[config.mk]
export PLATFORM = sky130hd
export DESIGN_NAME = protocol_device_fsm
export DESIGN_NICKNAME = d
export VERILOG_FILES = /design/src/rtl/protocol_device_fsm.sv
export SDC_FILE = /design/constraint.sdc
export NUM_CORES = 1
export LEC_CHECK = 0
export ABC_AREA = 1
export CAP_MARGIN = 15
export CORE_MARGIN = 2
export CORE_UTILIZATION = 40
export CTS_CLUSTER_DIAMETER = 100
export CTS_CLUSTER_SIZE = 16
export DETAILED_ROUTE_END_ITERATION = 8
export PLACE_DENSITY = 0.82
export REMOVE_ABC_BUFFERS = 1
export SLEW_MARGIN = 20
export SYNTH_ARGS = -nofsm -noshare
export SYNTH_HDL_FRONTEND = slang
export SYNTH_SLANG_ARGS = --single-unit
export TNS_END_PERCENT = 5
[constraint.sdc]
create_clock -name clk -period 2.1 [get_ports clk]
set_input_delay 0.42 -clock clk [delete_from_list [all_inputs] [get_ports clk]]
set_output_delay 0.42 -clock clk [all_outputs]
set_load 0.02 [all_outputs]
[src/rtl/protocol_device_fsm.sv]
// protocol_device_fsm -- function-side USB-style protocol responder.
//
// Accepts IN/OUT tokens addressed to DEV_ADDR/DEV_ENDP, receives and
// handshakes OUT data, and sources IN data with retry on NAK or timeout.
// Every output is registered.
//
// Ports
//   clk, rst            clock; synchronous active-high reset
//   pkt_received        decoder has a packet on pkt_in (1-cycle pulse)
//   crc_correct         CRC status, valid with pkt_received
//   pkt_in              decoded packet (pid, endp, addr, data)
//   pkt_sent            encoder finished transmitting (1-cycle pulse)
//   tx_data, tx_valid   IN payload from the device core and its ready flag
//   tx_taken            IN payload acknowledged by host (pulse)
//   rx_data, rx_valid   last good OUT payload and its update pulse
//   pkt_out, crc_type   packet to the encoder; 0 = handshake, 16 = data
//   encode, kill        start the encoder / abort the previous stream (pulses)
//   decode              arm the decoder (pulse)
//   success, failure    transaction-end pulses
package protocol_device_pkg;
  typedef struct packed {
    logic [3:0]  pid;
    logic [3:0]  endp;
    logic [6:0]  addr;
    logic [63:0] data;
  } pkt_t;

  localparam logic [3:0] PID_OUT  = 4'b0001;
  localparam logic [3:0] PID_IN   = 4'b1001;
  localparam logic [3:0] PID_DATA = 4'b0011;
  localparam logic [3:0] PID_ACK  = 4'b0010;
  localparam logic [3:0] PID_NAK  = 4'b1010;
endpackage

module protocol_device_fsm
  import protocol_device_pkg::*;
#(
  parameter logic [6:0] DEV_ADDR  = 7'd5,
  parameter logic [3:0] DEV_ENDP  = 4'd4,
  parameter logic [7:0] TIMEOUT   = 8'd255,
  parameter logic [3:0] MAX_RETRY = 4'd8
) (
  input  logic        clk,
  input  logic        rst,
  input  logic        pkt_received,
  input  logic        crc_correct,
  input  pkt_t        pkt_in,
  input  logic        pkt_sent,
  input  logic [63:0] tx_data,
  input  logic        tx_valid,
  output logic        tx_taken,
  output logic [63:0] rx_data,
  output logic        rx_valid,
  output pkt_t        pkt_out,
  output logic [4:0]  crc_type,
  output logic        encode,
  output logic        kill,
  output logic        decode,
  output logic        success,
  output logic        failure
);

  typedef enum logic [2:0] {IDLE, OUT_DATA, HS_TX, IN_TX, IN_ACK} state_t;

  state_t      state, state_n, ret_state, ret_state_n;
  logic [7:0]  clk_cnt, clk_cnt_n;
  logic [3:0]  corrupt_cnt, corrupt_cnt_n, tmo_cnt, tmo_cnt_n;
  logic        pend_succ, pend_succ_n;
  logic        boot, boot_n;
  pkt_t        pkt_out_n;
  logic [4:0]  crc_type_n;
  logic [63:0] rx_data_n;
  logic        tx_taken_n, rx_valid_n, encode_n, kill_n, decode_n, success_n, failure_n;
  logic        abort, token_ok;

  function automatic logic [3:0] sat_inc(input logic [3:0] c);
    return (c >= MAX_RETRY) ? MAX_RETRY : c + 4'd1;
  endfunction

  // Handshakes keep the previous data field; only pid/addr/endp change.
  function automatic pkt_t hs_pkt(input pkt_t cur, input logic [3:0] pid);
    pkt_t r;
    r      = cur;
    r.pid  = pid;
    r.addr = DEV_ADDR;
    r.endp = DEV_ENDP;
    return r;
  endfunction

  function automatic pkt_t data_pkt(input logic [63:0] d);
    pkt_t r;
    r.pid  = PID_DATA;
    r.addr = DEV_ADDR;
    r.endp = DEV_ENDP;
    r.data = d;
    return r;
  endfunction

  assign abort    = (corrupt_cnt == MAX_RETRY) || (tmo_cnt == MAX_RETRY);
  assign token_ok = crc_correct && (pkt_in.addr == DEV_ADDR) && (pkt_in.endp == DEV_ENDP);

  always_comb begin
    state_n       = state;
    ret_state_n   = ret_state;
    clk_cnt_n     = clk_cnt;
    corrupt_cnt_n = corrupt_cnt;
    tmo_cnt_n     = tmo_cnt;
    pend_succ_n   = pend_succ;
    boot_n        = 1'b0;
    pkt_out_n     = pkt_out;
    crc_type_n    = crc_type;
    rx_data_n     = rx_data;
    tx_taken_n    = 1'b0;
    rx_valid_n    = 1'b0;
    encode_n      = 1'b0;
    kill_n        = 1'b0;
    decode_n      = boot;   // arm the decoder once on leaving reset
    success_n     = 1'b0;
    failure_n     = 1'b0;

    case (state)
      IDLE: begin
        clk_cnt_n     = 8'd0;
        corrupt_cnt_n = 4'd0;
        tmo_cnt_n     = 4'd0;
        pend_succ_n   = 1'b0;
        if (pkt_received) begin
          if (token_ok && pkt_in.pid == PID_OUT) begin
            state_n  = OUT_DATA;
            decode_n = 1'b1;
          end else if (token_ok && pkt_in.pid == PID_IN) begin
            encode_n = 1'b1;
            kill_n   = 1'b1;
            if (tx_valid) begin
              pkt_out_n  = data_pkt(tx_data);
              crc_type_n = 5'd16;
              state_n    = IN_TX;
            end else begin
              pkt_out_n   = hs_pkt(pkt_out, PID_NAK);
              crc_type_n  = 5'd0;
              ret_state_n = IDLE;
              state_n     = HS_TX;
            end
          end else begin
            decode_n = 1'b1;
          end
        end
      end

      OUT_DATA: begin
        if (abort) begin
          failure_n = 1'b1;
          state_n   = IDLE;
        end else if (pkt_received) begin
          encode_n   = 1'b1;
          kill_n     = 1'b1;
          crc_type_n = 5'd0;
          state_n    = HS_TX;
          if (pkt_in.pid == PID_DATA && crc_correct) begin
            rx_data_n   = pkt_in.data;
            rx_valid_n  = 1'b1;
            pkt_out_n   = hs_pkt(pkt_out, PID_ACK);
            ret_state_n = IDLE;
            pend_succ_n = 1'b1;
          end else begin
            corrupt_cnt_n = sat_inc(corrupt_cnt);
            pkt_out_n     = hs_pkt(pkt_out, PID_NAK);
            ret_state_n   = OUT_DATA;
          end
        end else if (clk_cnt == TIMEOUT) begin
          tmo_cnt_n = sat_inc(tmo_cnt);
          clk_cnt_n = 8'd0;
          decode_n  = 1'b1;
        end else begin
          clk_cnt_n = clk_cnt + 8'd1;
        end
      end

      HS_TX: begin
        if (pkt_sent) begin
          state_n     = ret_state;
          success_n   = pend_succ;
          pend_succ_n = 1'b0;
          if (ret_state == OUT_DATA) begin
            decode_n  = 1'b1;
            clk_cnt_n = 8'd0;
          end
        end
      end

      IN_TX: begin
        if (pkt_sent) begin
          state_n   = IN_ACK;
          decode_n  = 1'b1;
          clk_cnt_n = 8'd0;
        end
      end

      IN_ACK: begin
        if (abort) begin
          failure_n = 1'b1;
          state_n   = IDLE;
        end else if (pkt_received) begin
          if (pkt_in.pid == PID_ACK && crc_correct) begin
            success_n  = 1'b1;
            tx_taken_n = 1'b1;
            state_n    = IDLE;
          end else begin
            // Any other reply (NAK, bad CRC) counts as a corrupted round.
            corrupt_cnt_n = sat_inc(corrupt_cnt);
            pkt_out_n     = data_pkt(tx_data);
            crc_type_n    = 5'd16;
            encode_n      = 1'b1;
            kill_n        = 1'b1;
            state_n       = IN_TX;
          end
        end else if (clk_cnt == TIMEOUT) begin
          tmo_cnt_n  = sat_inc(tmo_cnt);
          pkt_out_n  = data_pkt(tx_data);
          crc_type_n = 5'd16;
          encode_n   = 1'b1;
          kill_n     = 1'b1;
          state_n    = IN_TX;
        end else begin
          clk_cnt_n = clk_cnt + 8'd1;
        end
      end

      default: state_n = IDLE;
    endcase
  end

  always_ff @(posedge clk) begin
    if (rst) begin
      state       <= IDLE;
      ret_state   <= IDLE;
      clk_cnt     <= 8'd0;
      corrupt_cnt <= 4'd0;
      tmo_cnt     <= 4'd0;
      pend_succ   <= 1'b0;
      boot        <= 1'b1;
      pkt_out     <= '0;
      crc_type    <= 5'd0;
      rx_data     <= 64'd0;
      tx_taken    <= 1'b0;
      rx_valid    <= 1'b0;
      encode      <= 1'b0;
      kill        <= 1'b0;
      decode      <= 1'b0;
      success     <= 1'b0;
      failure     <= 1'b0;
    end else begin
      state       <= state_n;
      ret_state   <= ret_state_n;
      clk_cnt     <= clk_cnt_n;
      corrupt_cnt <= corrupt_cnt_n;
      tmo_cnt     <= tmo_cnt_n;
      pend_succ   <= pend_succ_n;
      boot        <= boot_n;
      pkt_out     <= pkt_out_n;
      crc_type    <= crc_type_n;
      rx_data     <= rx_data_n;
      tx_taken    <= tx_taken_n;
      rx_valid    <= rx_valid_n;
      encode      <= encode_n;
      kill        <= kill_n;
      decode      <= decode_n;
      success     <= success_n;
      failure     <= failure_n;
    end
  end

endmodule

---- Yosys cells after proc, flatten, opt, wreduce, memory -nomap -nowiden ----
Index checks and enable logic that the tools add are counted.
word-level totals
  flip-flop bits (word level) ............. 178
  word-level logic and storage cells ...... 196
  output and inout port bits .............. 155
cells by class
  equal/unequal tests ..................... 40
  $add $sub $neg .......................... 3
  bitwise logic cells ..................... 5
  multiplexer cells ....................... 100
  reduce and logical (&&, ||, !) cells .... 27
  magnitude comparators ................... 2
operators with widths
  operator                                                               count
  79-bit 2-to-1 mux                                                      11
  79-bit one-hot mux with 3 select lines                                 1
  8-bit 2-to-1 mux                                                       9
  5-bit 2-to-1 mux                                                       10
  3-bit 2-to-1 mux                                                       16
  4-bit 2-to-1 mux                                                       11
  2-bit inequality test, second input constant                           20
  8-bit one-hot mux with 5 select lines                                  1
  1-bit 2-to-1 mux                                                       31
  9-bit AND reduction                                                    3
  3-bit one-hot mux with 5 select lines                                  1
  5-bit one-hot mux with 3 select lines                                  1
  7-bit AND reduction                                                    2
  4-bit equality test, second input constant                             3
  3-bit inequality test, second input constant                           4
  4-bit one-hot mux with 3 select lines                                  1
  4-bit by 1-bit adder with 4-bit output, second input constant          2
  8-bit by 1-bit adder with 8-bit output, second input constant          1
  4-bit by 2-bit equality test with 1-bit output, second input constant  2
  8-bit equality test, second input constant                             1
  4-bit >= comparator, second input constant                             2
  4-bit one-hot mux with 2 select lines                                  1
  4-bit AND reduction                                                    2
  7-bit by 3-bit equality test with 1-bit output, second input constant  1
  23 further kinds                                                       40

---- Longest topological paths before layout ----
  word-level depth ........................ 8
  gate-level depth with buffers ........... 12
  mapped depth without buffers ............ 12

---- Worst setup path after synthesis ----
OpenSTA, ideal clock, no wires.
  path type ............................... register -> register
  start point ............................. register corrupt_cnt[0]
  end point ............................... register pkt_out[10] (netlist name)
  setup time .............................. 0.070 ns
  required time ........................... 2.030 ns
  setup slack ............................. 0.415 ns
  stages on the path, launching flop included .. 12
  arrival time ............................ 1.615 ns
  period minus slack after synthesis ...... 1.685 ns
  path through ............................ dfxtp_1 inv_1 ha_1 nand3_1 nand2_2 inv_1 nand2_1 nand2_2 buf_2 buf_2 nand4_1 a21oi_1
between the ends
  word-level cells in the longest chain between the ends .. 4
ends and longest elaborated chain
  item                             line  source
  start, declared                  67    logic [3:0] corrupt_cnt, corrupt_cnt_n, tmo_cnt, tmo_cnt_n;
  start signal, assigned           256   corrupt_cnt <= corrupt_cnt_n;
  4-bit equality test              99    assign abort = (corrupt_cnt == MAX_RETRY) || (tmo_cnt == MAX_RETRY);
  1-bit logical OR                 99
  2-bit inequality test (no line)  -
  9-bit AND reduction (no line)    -
  end signal, assigned             260   pkt_out <= pkt_out_n;
  end, declared                    54    output pkt_t pkt_out,
No other way between the ends.
A chain may end at the register's enable or synchronous reset.

==> impl_metrics.toml <==
[layout]
final_core_util = 0.626
nets = 1486
final_common_cell = "clkdlybuf4s50_1"
drive_gt1_frac = 0.0877
layout_common_cells = "clkdlybuf4s50_1 (289), nor2_1 (234), dfxtp_1 (159), nand2_1 (141), inv_1 (103)"
final_area_um2 = 11200
antenna_cells = 0
syn_to_final_growth_pct = 53.7
n_fill_cell = 1538

[die]
dieArea_um2 = 19400
die_w_um = 139
core_um2 = 18000
start_util = 0.407
row_count = 49
boundaryPins = 304
die_h_um = 139

[place]
numPortBuffers = 290
place_area_um2 = 10600
dpl.hpwl_um = 15900
pre_cts_ws_ns = -0.135
gp_congestion = 0.896

[logic_synthesis]
syn_inst = 1041
synth_cell_type_count = 38
synth_top_cells_by_area = "dfxtp_1 (44%), nor2_1 (12%), nand2_1 (7.3%), nand4_1 (6.2%), a21oi_1 (6.0%)"
netlist.area_leader.share = 0.435
synth_area_um2 = 7310
yosysTopAreaCell = "dfxtp_1"
ys_seq_elements = 159
synth.avg_cell_area_um2 = 7.02
yosysSeqAreaShare = 0.435
yosysWarnings = 0

[sta]
rsz0062_at_grt = "false"
hold_violations = 0
slew_viol_final = 0
period_share = 0.958
maxSlewHeadroom = 0.392
finalSetupViolCount = 0
fin_skew_ns = 0.00973
period_needed_ns = 2.01
max_freq_mhz = 497
fin_ws_ns = 0.0885
tightest_slew_ns = 0.912

[power]
power_uw = 6820
power.density_nw_per_um2 = 607
ir_drop_mv = 0.569
leakagePower_uw = 0.00449

[route]
drt_wl_total_um = 21800
final_antenna_net_count = 0
highest_layer = "met4"
route.met3.wl_um = 1950
drc_errors = 0
post_drt_wl_per_cell_um = 13.9
drtPass1Iterations = 5
vias = 7866
met2WireLength_um = 10600
wl_met1_um = 8880
via_per_inst = 5.00
initialDrtViolationCount = 376

[global_route]
antenna_found_initial = 0
grt_pass1_wl_um = 35600
grt_pass1_vias = 7446
track_usage = 0.221
overflow = 0
grt_start_max_net_pins = 86

[worst_setup_path]
ff2ff_setup_slack_ns = 0.16
end_kind = "output pin"
cp.arrival_ns = 1.59
r2r-end = "pkt_out[28]$_SDFFE_PP0P_"
r2r_start = "clk_cnt[0]$_SDFFE_PP0P_"
cpPeakStageDelay_ns = 0.71
path_depth = 1
crit_path_max_fanout = 5
reg2reg_depth = 12
cp_data_required_time_ns = 1.68
crit_buf_inv = 1
path_cells = "clkdlybuf4s50_1"
cp_slowest_cell = "clkdlybuf4s50_1"
startpoint = "pkt_out[76]$_SDFFE_PP0P_"
path_class = "flop to output pin"
crit_path_start_kind = "flop"
cp_top_family = "buffers and inverters"
cp-endpoint = "pkt_out[64]"

[clock_network]
cts-root-buf = "clkbuf_16"
cts_made_buffers = 17
tritoncts = "done"
cts_max_path_buffers = 2
clock_sinks = 159
h-tree-depth = 4
clk_pin_slew_ns = 0.07
ctsHoldBuffers = 0
insertion_delay_ns = 0.42

[min_path]
hold_path.class = "flop to flop"

[run]
cap_violations = 0

[run_status]
status = "completed"
final cells by class:
| cell class | instances | area (um^2) | share of cell area |
|---|---|---|---|
| inverter | 110 | 413 | 0.0367 |
| multi-input combinational | 702 | 3300 | 0.293 |
| clock buffer | 17 | 425 | 0.0379 |
| timing repair buffer | 342 | 3450 | 0.307 |
| sequential | 159 | 3180 | 0.283 |
| clock inverter | 15 | 186 | 0.0166 |
| tap | 229 | 287 | 0.0255 |
flip-flops by register name (all words and copies together) (netlist names):
signal,cells
decode,1
rx_data,64
pkt_out,67
failure,1
success,1
state,3
clk_cnt,8
corrupt_cnt,4
boot,1
rx_valid,1
tmo_cnt,4
tx_taken,1
kill,1
ret_state,1
pend_succ,1
repair_timing:
item	in CTS	in global routing
setup buffers	0	5
gates resized for setup	0	5
setup endpoints to repair	0	25
logic make-up (layout without fill, tap and decap cells):
family	Yosys count	after routing	synth area share
and+or+nand+nor	502	502	0.302
buffers and inverters	192	484	0.124
AOI/OAI and AO/OA	179	179	0.126
DFF	159	159	0.435
adders and majority gates	5	5	0.00856
xor gates and xnor gates	3	3	0.00359
other	1	13	0.000513
report_power, final:
part,internal [uW],leakage [uW],switching (uW)
combinational,329,0.00290,237
clock,1830,0.000304,1410
sequential,3020,0.00128,1.06
how the worst min path moves through the flow:
stage,cells past startpoint,start,endpoint,slack [ns]
6_report,2,pkt_out[52]$_SDFFE_PP0P_,pkt_out[52]$_SDFFE_PP0P_,0.46
5_1_grt,2,pkt_out[42]$_SDFFE_PP0P_,pkt_out[42]$_SDFFE_PP0P_,0.48
4_1_cts,2,pkt_out[52]$_SDFFE_PP0P_,pkt_out[52]$_SDFFE_PP0P_,0.46
3_5_place_dp,2,pkt_out[52]$_SDFFE_PP0P_,pkt_out[52]$_SDFFE_PP0P_,0.45
3_3_place_gp,2,pkt_out[43]$_SDFFE_PP0P_,pkt_out[43]$_SDFFE_PP0P_,0.45
2_1_floorplan,2,tmo_cnt[2]$_SDFFE_PP0P_,tmo_cnt[2]$_SDFFE_PP0P_,0.43
stage by stage:
step | cells | setup TNS [ns] | hold WS, ns
after global placement | 1537 | -4.82 | 0.447
after CTS | 1569 | 0 | 0.464
after global routing | 1574 | 0 | 0.476
final | 1574 | 0 | 0.461
after detailed placement | 1537 | -8.08 | 0.453
after floorplan | 971 | -70.14 | 0.434
cells in the mapped netlist:
| cell | number |
|---|---|
| a211oi_1 | 1 |
| a21oi_1 | 88 |
| a21oi_2 | 1 |
| a31o_2 | 1 |
| a31oi_1 | 1 |
| buf_1 | 2 |
| buf_2 | 26 |
| buf_4 | 24 |
| buf_6 | 8 |
| clkbuf_1 | 22 |
| conb_1 | 1 |
| dfxtp_1 | 159 |
| ha_1 | 5 |
| inv_1 | 104 |
| inv_2 | 6 |
| nand2_1 | 142 |
| nand2_2 | 5 |
| nand2_4 | 1 |
| nand3_1 | 27 |
| nand3_2 | 2 |
| nand3_4 | 1 |
| nand3b_1 | 1 |
| nand4_1 | 73 |
| nor2_1 | 235 |
| nor2_2 | 3 |
| nor2_4 | 4 |
| nor3_1 | 3 |
| nor3_2 | 1 |
| o2111ai_1 | 1 |
| o211ai_1 | 2 |
| o21ai_0 | 74 |
| o21ai_1 | 7 |
| o21ai_2 | 1 |
| o21bai_1 | 1 |
| o31ai_1 | 1 |
| or2_2 | 4 |
| xnor2_1 | 1 |
| xor2_1 | 2 |
per-layer routing:
layer	global-route usage	vias to the layer above
met1	0.263	3592
met3	0.0660	29
met4	0.0638	0
li1	-	3907
met5	0	-
met2	0.384	338
Power figures use the tool's default switching activity.
==> RTL edit 1 (same flow settings) <==
Make the reset (`rst`) asynchronous in one clocked block. Comments in the files are not updated.
--- a/src/rtl/protocol_device_fsm.sv
+++ b/src/rtl/protocol_device_fsm.sv
@@ -230,7 +230,7 @@
     endcase
   end
 
-  always_ff @(posedge clk) begin
+  always_ff @(posedge clk or posedge rst) begin
     if (rst) begin
       state       <= IDLE;
       ret_state   <= IDLE;
Behaviour: differs if rst is asserted again (counterexample within 4 cycles, from zero or initial values and one cycle with rst high); with rst held inactive, the same outputs for 4 cycles.
==> RTL edit 1 against the unedited design <==
  * Register-to-register slack got worse by 0.02 ns
  * Synthesized area increased by 5.1%
  * Setup slack improved by 0.047 ns
  * Wire length increased by 0.68%
  * Hold slack got worse by 0.11 ns
  * Clock skew increased by 0.0023 ns
  * Non-clock buffer count unchanged
  * Highest routed layer unchanged
  * Design area increased by 3.9%
  * Die area increased by 4.9%
  * Sequential share of layout area increased by 5.8 points
  * Sequential cell count unchanged
Power is not compared: it rests on default switching activity, and its combinational part moved more than twofold at a synthesized area within 25%.
==> RTL edit 1: results (changes against the unedited design) <==
* Port buffer count at 290 (unchanged)
* Sequential cell area fraction in the yosys report at 51.8% (+8.3 points)
* Largest register by flop count: pkt_out
* Antenna diodes at 0 (unchanged)
* Met3 WL at 1990 um (+2.2%)
* Leak at 6.10 nW
* Non-clock inverter total of the final layout at 108 (-1.8%)
* Non-clock buffer share of cell area at 29.5% (-1.1 points)
* Vias at 7306 (-7.1%)
* Most frequent cell after synthesis: nand2_1
* Post-synth cell types at 41 (+7.9%)
* Crit path max fanout at 22 (+17)
* All-Layer GR Usage at 21.5% (-0.57 points)
* Clock network area share at 5.05% (-0.40 points)
* Pre-CTS setup slack at -0.161 ns (-0.0263 ns)
* Clock buffer cells at 19 (+2)
* Fin. max-slew vios at 0 (unchanged)
* Main area contributors after synthesis: dfrtp_1, nand2_1, nand3_1
* Wirelength, routed at 22000 um (+0.68%)
* CP max stage cell: dfrtp_1
* Worst min-delay path class: in -> async
* Mapped Cells at 999 (-4.0%)
* Clock Path Buffers at 2 (unchanged)
* Vias in the first global route at 7178 (-3.6%)
* Area growth syn-to-layout at 51.9%
* Yosys warning total at 0 (unchanged)
* DP Area at 0.0111 mm^2 (+4.8%)
* Clock transition at the registers of the reported paths at 0.07 ns (about the same)
* Finished Layout Cells at 1558 (-1.0%)
* Global-route wire length before repair at 34600 um (-2.6%)
* Post-Syn Area at 0.00768 mm^2 (+5.1%)
* Sequential fraction of total cell area at 34.1% (+5.8 points)
* Largest net degree at the start of global routing at 65 (-24%)
* Max incr delay on CP at 0.39 ns (-0.32 ns)
* Fill cells at 1586 (+3.1%)
* Dpl hpwl at 16000 um (+0.77%)
* Nets@finish at 1465 (-1.4%)
* DR iter-0 viols at 318 (-15%)
* Status: complete, no violations
* Setup Skew at 0.0121 ns (+0.00235 ns)
* Comb_multi_in at 683 (-2.7%)
* Share of cells above drive strength 1 at 8.38% (-0.39 points)
* Top sig layer: met4
* Async set or reset register ratio after synthesis at 100% (+100 points)
* GP Congestion at 0.915 (+2.1%)
* Cell family with most CP delay: simple AND/OR/NAND/NOR gates
* Commonest cells post-synth: nand2_1, dfrtp_1, inv_1
* Metal-1 WL at 8960 um (+0.86%)
* Met2 Routed Length at 10500 um (-1.1%)
* Clock Latency Late Sink at 0.42 ns (about the same)
* Non-clk bufs at 342 (unchanged)
* Critical Path AT at 2.31 ns (+0.72 ns)
* Area of the multi-input gates at 0.00295 mm^2 (-10%)
==> RTL edit 1: what timing repair did <==
item,in CTS,in global routing
gates resized for setup,0,4
hold buffers,0,0
endpoints found under the setup margin,0,42
setup buffers,0,0
==> RTL edit 1: path summary, 6_finish.rpt <==
kind	cells past startpoint	start	slack, ns	endpoint
max in group asynchronous	3	rst	1.16	rx_data[32]
hold / removal	2	rst	0.35	pkt_out[4]
hold reg to reg	2	pkt_out[55]	0.47	pkt_out[55]
min in group clk	2	pkt_out[55]	0.47	pkt_out[55]
setup reg to reg	12	tmo_cnt[0]	0.14	rx_data[63]
setup / recovery	12	tmo_cnt[0]	0.14	rx_data[63]
==> RTL edit 1: cells by family after synthesis <==
kind of cell | after synthesis | synth area share, %
other | 1 | 0.0488
XOR/XNOR | 3 | 0.342
buffers and inverters | 170 | 10.9
AO/OA/AOI/OAI | 45 | 3.60
adder cells (fa/ha/maj) | 5 | 0.814
flip-flops | 159 | 51.8
AND/OR/NAND/NOR | 616 | 32.5
==> RTL edit 1: per-layer routing <==
metal / global-route usage [%] / vias up
li1: - / 3643
met5: 0 / -
met1: 25.4 / 3354
met2: 37.0 / 281
met3: 6.76 / 28
met4: 7.35 / 0
==> RTL edit 1: worst reg2reg max path, stage by stage, from the launching register on <==
cell,delay (ns)
dfrtp_1,0.39
inv_1,0.08
ha_1,0.20
nand3_1,0.09
nand2_1,0.07
buf_4,0.17
nor2_1,0.17
nand2_2,0.12
nor2_4,0.12
buf_12,0.18
buf_12,0.18
nand2_1,0.06
nand2_1,0.08
==> RTL edit 1: where the power goes <==
part	internal, mW	total, mW	leakage, nW	switching [mW]
clock network	1.71	3.08	0.286	1.37
logic	2.06	4.96	3.65	2.89
registers	3.62	4.00	2.17	0.382
==> RTL edit 2 (same flow settings) <==
Made on the original files. Change the parameter `TIMEOUT` from 8'd255 to 8'd191.
--- a/src/rtl/protocol_device_fsm.sv
+++ b/src/rtl/protocol_device_fsm.sv
@@ -37,7 +37,7 @@
 #(
   parameter logic [6:0] DEV_ADDR  = 7'd5,
   parameter logic [3:0] DEV_ENDP  = 4'd4,
-  parameter logic [7:0] TIMEOUT   = 8'd255,
+  parameter logic [7:0] TIMEOUT   = 8'd191,
   parameter logic [3:0] MAX_RETRY = 4'd8
 ) (
   input  logic        clk,
Behaviour: same outputs for any inputs over 4 cycles, from zero or initial values and one cycle with rst high; that may be too few to reach the edited logic, so the function may still have changed.
==> RTL edit 2 against the unedited design <==
  * Sequential cell count is the same
  * Utilization fell by 0.19 points
  * Clock skew shrank 0.0019 ns
  * Setup slack improved by 0.060 ns
  * Wire length hardly changed
  * Combinational power grew 9.7%
  * Design area increased by 0.38%
  * Fmax rose by 3.1%
  * Synthesized area grew 1.6%
  * Total power decreased by 1.7%
  * Sequential power is essentially flat
  * Sequential share of layout area shrank 0.11 points
==> RTL edit 2: results (changes against the unedited design) <==
* Dpl cells at 1565 (+1.8%)
* WL/cell at 13.7 um (-1.4%)
* Top flop regs: pkt_out: 67 flops, rx_data: 64 flops, clk_cnt: 8 flops
* Clock Path Buffers at 2 (unchanged)
* Yosys warning total at 0 (unchanged)
* Cell family with most CP delay: simple AND/OR/NAND/NOR gates
* GRT met2 Usage at 37.3% (-1.2 points)
* Worst slew pin tran at 0.558 ns (-0.355 ns)
* Critical Path AT at 2.26 ns (+0.67 ns)
* Main area contributors after synthesis: dfxtp_1, nor2_1, nand2_1
* Dpl hpwl at 15900 um (+0.14%)
* Max incr delay on CP at 0.57 ns (-0.14 ns)
* Root buf cell: clkbuf_16
* Port buffer count at 290 (unchanged)
* DP Area at 0.0107 mm^2 (+1.2%)
* Pre-CTS setup slack at -0.208 ns (-0.0736 ns)
* Synth Area per Inst at 7.00 um^2 (-0.27%)
* Wirelength, routed at 21800 um (about the same)
* Crit path max fanout at 18 (+13)
* Fill cells at 1598 (+3.9%)
* DR iter-0 viols at 331 (-12%)
* Leak at 4.41 nW (-1.6%)
* Commonest cells post-synth: nor2_1, nand2_1, dfxtp_1
* Share of cells above drive strength 1 at 10.0% (+1.2 points)
* Clock transition at the registers of the reported paths at 0.07 ns (about the same)
* Global routing usage on met1 at 26.6% (+0.29 points)
* Global-route wire length before repair at 35300 um (-0.64%)
* Worst min-delay path class: reg -> reg
* Area growth syn-to-layout at 51.8%
* CP max stage cell: dfxtp_1
* Status: complete, no violations
* Clock Latency Late Sink at 0.42 ns (about the same)
* Async set or reset register ratio after synthesis at 0% (unchanged)
* Grt met3 use at 6.84% (+0.24 points)
* Vias in the first global route at 7275 (-2.3%)
* H-tree Lvls at 4 (unchanged)
* Post-synth cell types at 34 (-11%)
* TritonCTS Buffers at 17 (unchanged)
* Initial DRT Pass Iterations at 5 (unchanged)
* GP Congestion at 0.888 (-0.85%)
* Setup Skew at 0.00781 ns (-0.00191 ns)
* Nets@finish at 1509 (+1.5%)
* Peak supply drop at 549 uV (-3.5%)
* All-Layer GR Usage at 21.8% (-0.21 points)
* Sw Pwr at 1.55 mW (-5.6%)
* Initial antenna violation count at 0 (unchanged)
* Largest net degree at the start of global routing at 55 (-36%)
* Post-DR vias/cell at 4.92 (-1.5%)
* Sequential cell area fraction in the yosys report at 42.8% (-0.70 points)
## RTL edit 2: cells by family (layout without fill, tap and decap cells)
family,after synthesis,after routing,share of synthesized area [%]
and+or+nand+nor,579,579,32.3
AOI/OAI and AO/OA,184,184,13.7
other,1,13,0.0505
xor gates and xnor gates,2,2,0.236
buffers and inverters,131,426,10.0
adders and majority gates,5,5,0.842
DFF,159,159,42.8
## RTL edit 2: power groups by stage
stage	Clock [mW]	Sequential, mW	Combinational [mW]
global placement	0	3.09	0.616
detailed placement	0	3.09	0.617
CTS	3.13	3.02	0.622
floorplan	0	3.09	0.218
global route	3.27	3.02	0.676
finish	3.06	3.02	0.621
## RTL edit 2: path summary, 6_finish.rpt
check	start	endpoint	slack, ns	depth (start not counted)
hold / removal	tmo_cnt[2]	tmo_cnt[2]	0.47	2
setup / recovery	state[2]	pkt_out[33]	0.15	11
hold reg to reg	tmo_cnt[2]	tmo_cnt[2]	0.47	2
setup reg to reg	state[2]	pkt_out[33]	0.15	11
## RTL edit 2: what timing repair did
item | 4_1_cts | 5_1_grt
gates resized for setup | 0 | 1
hold endpoints to repair | 0 | 0
setup endpoints to repair | 0 | 3
## RTL edit 2: final cells by class
| class | instances | share of cell area [%] |
|---|---|---|
| Clock buffer | 22 | 4.29 |
| Clock inverter | 10 | 0.898 |
| Inverter | 45 | 1.51 |
| Multi-Input combinational cell | 783 | 31.6 |
| Sequential cell | 159 | 28.2 |
| Tap cell | 229 | 2.54 |
| Timing Repair Buffer | 349 | 30.9 |
## RTL edit 2: metal layers
metal / vias up / part of all wire, %
met4: 0 / 1.3
met1: 3551 / 42
met5: - / 0
met3: 22 / 9.4
li1: 3976 / -
met2: 311 / 47
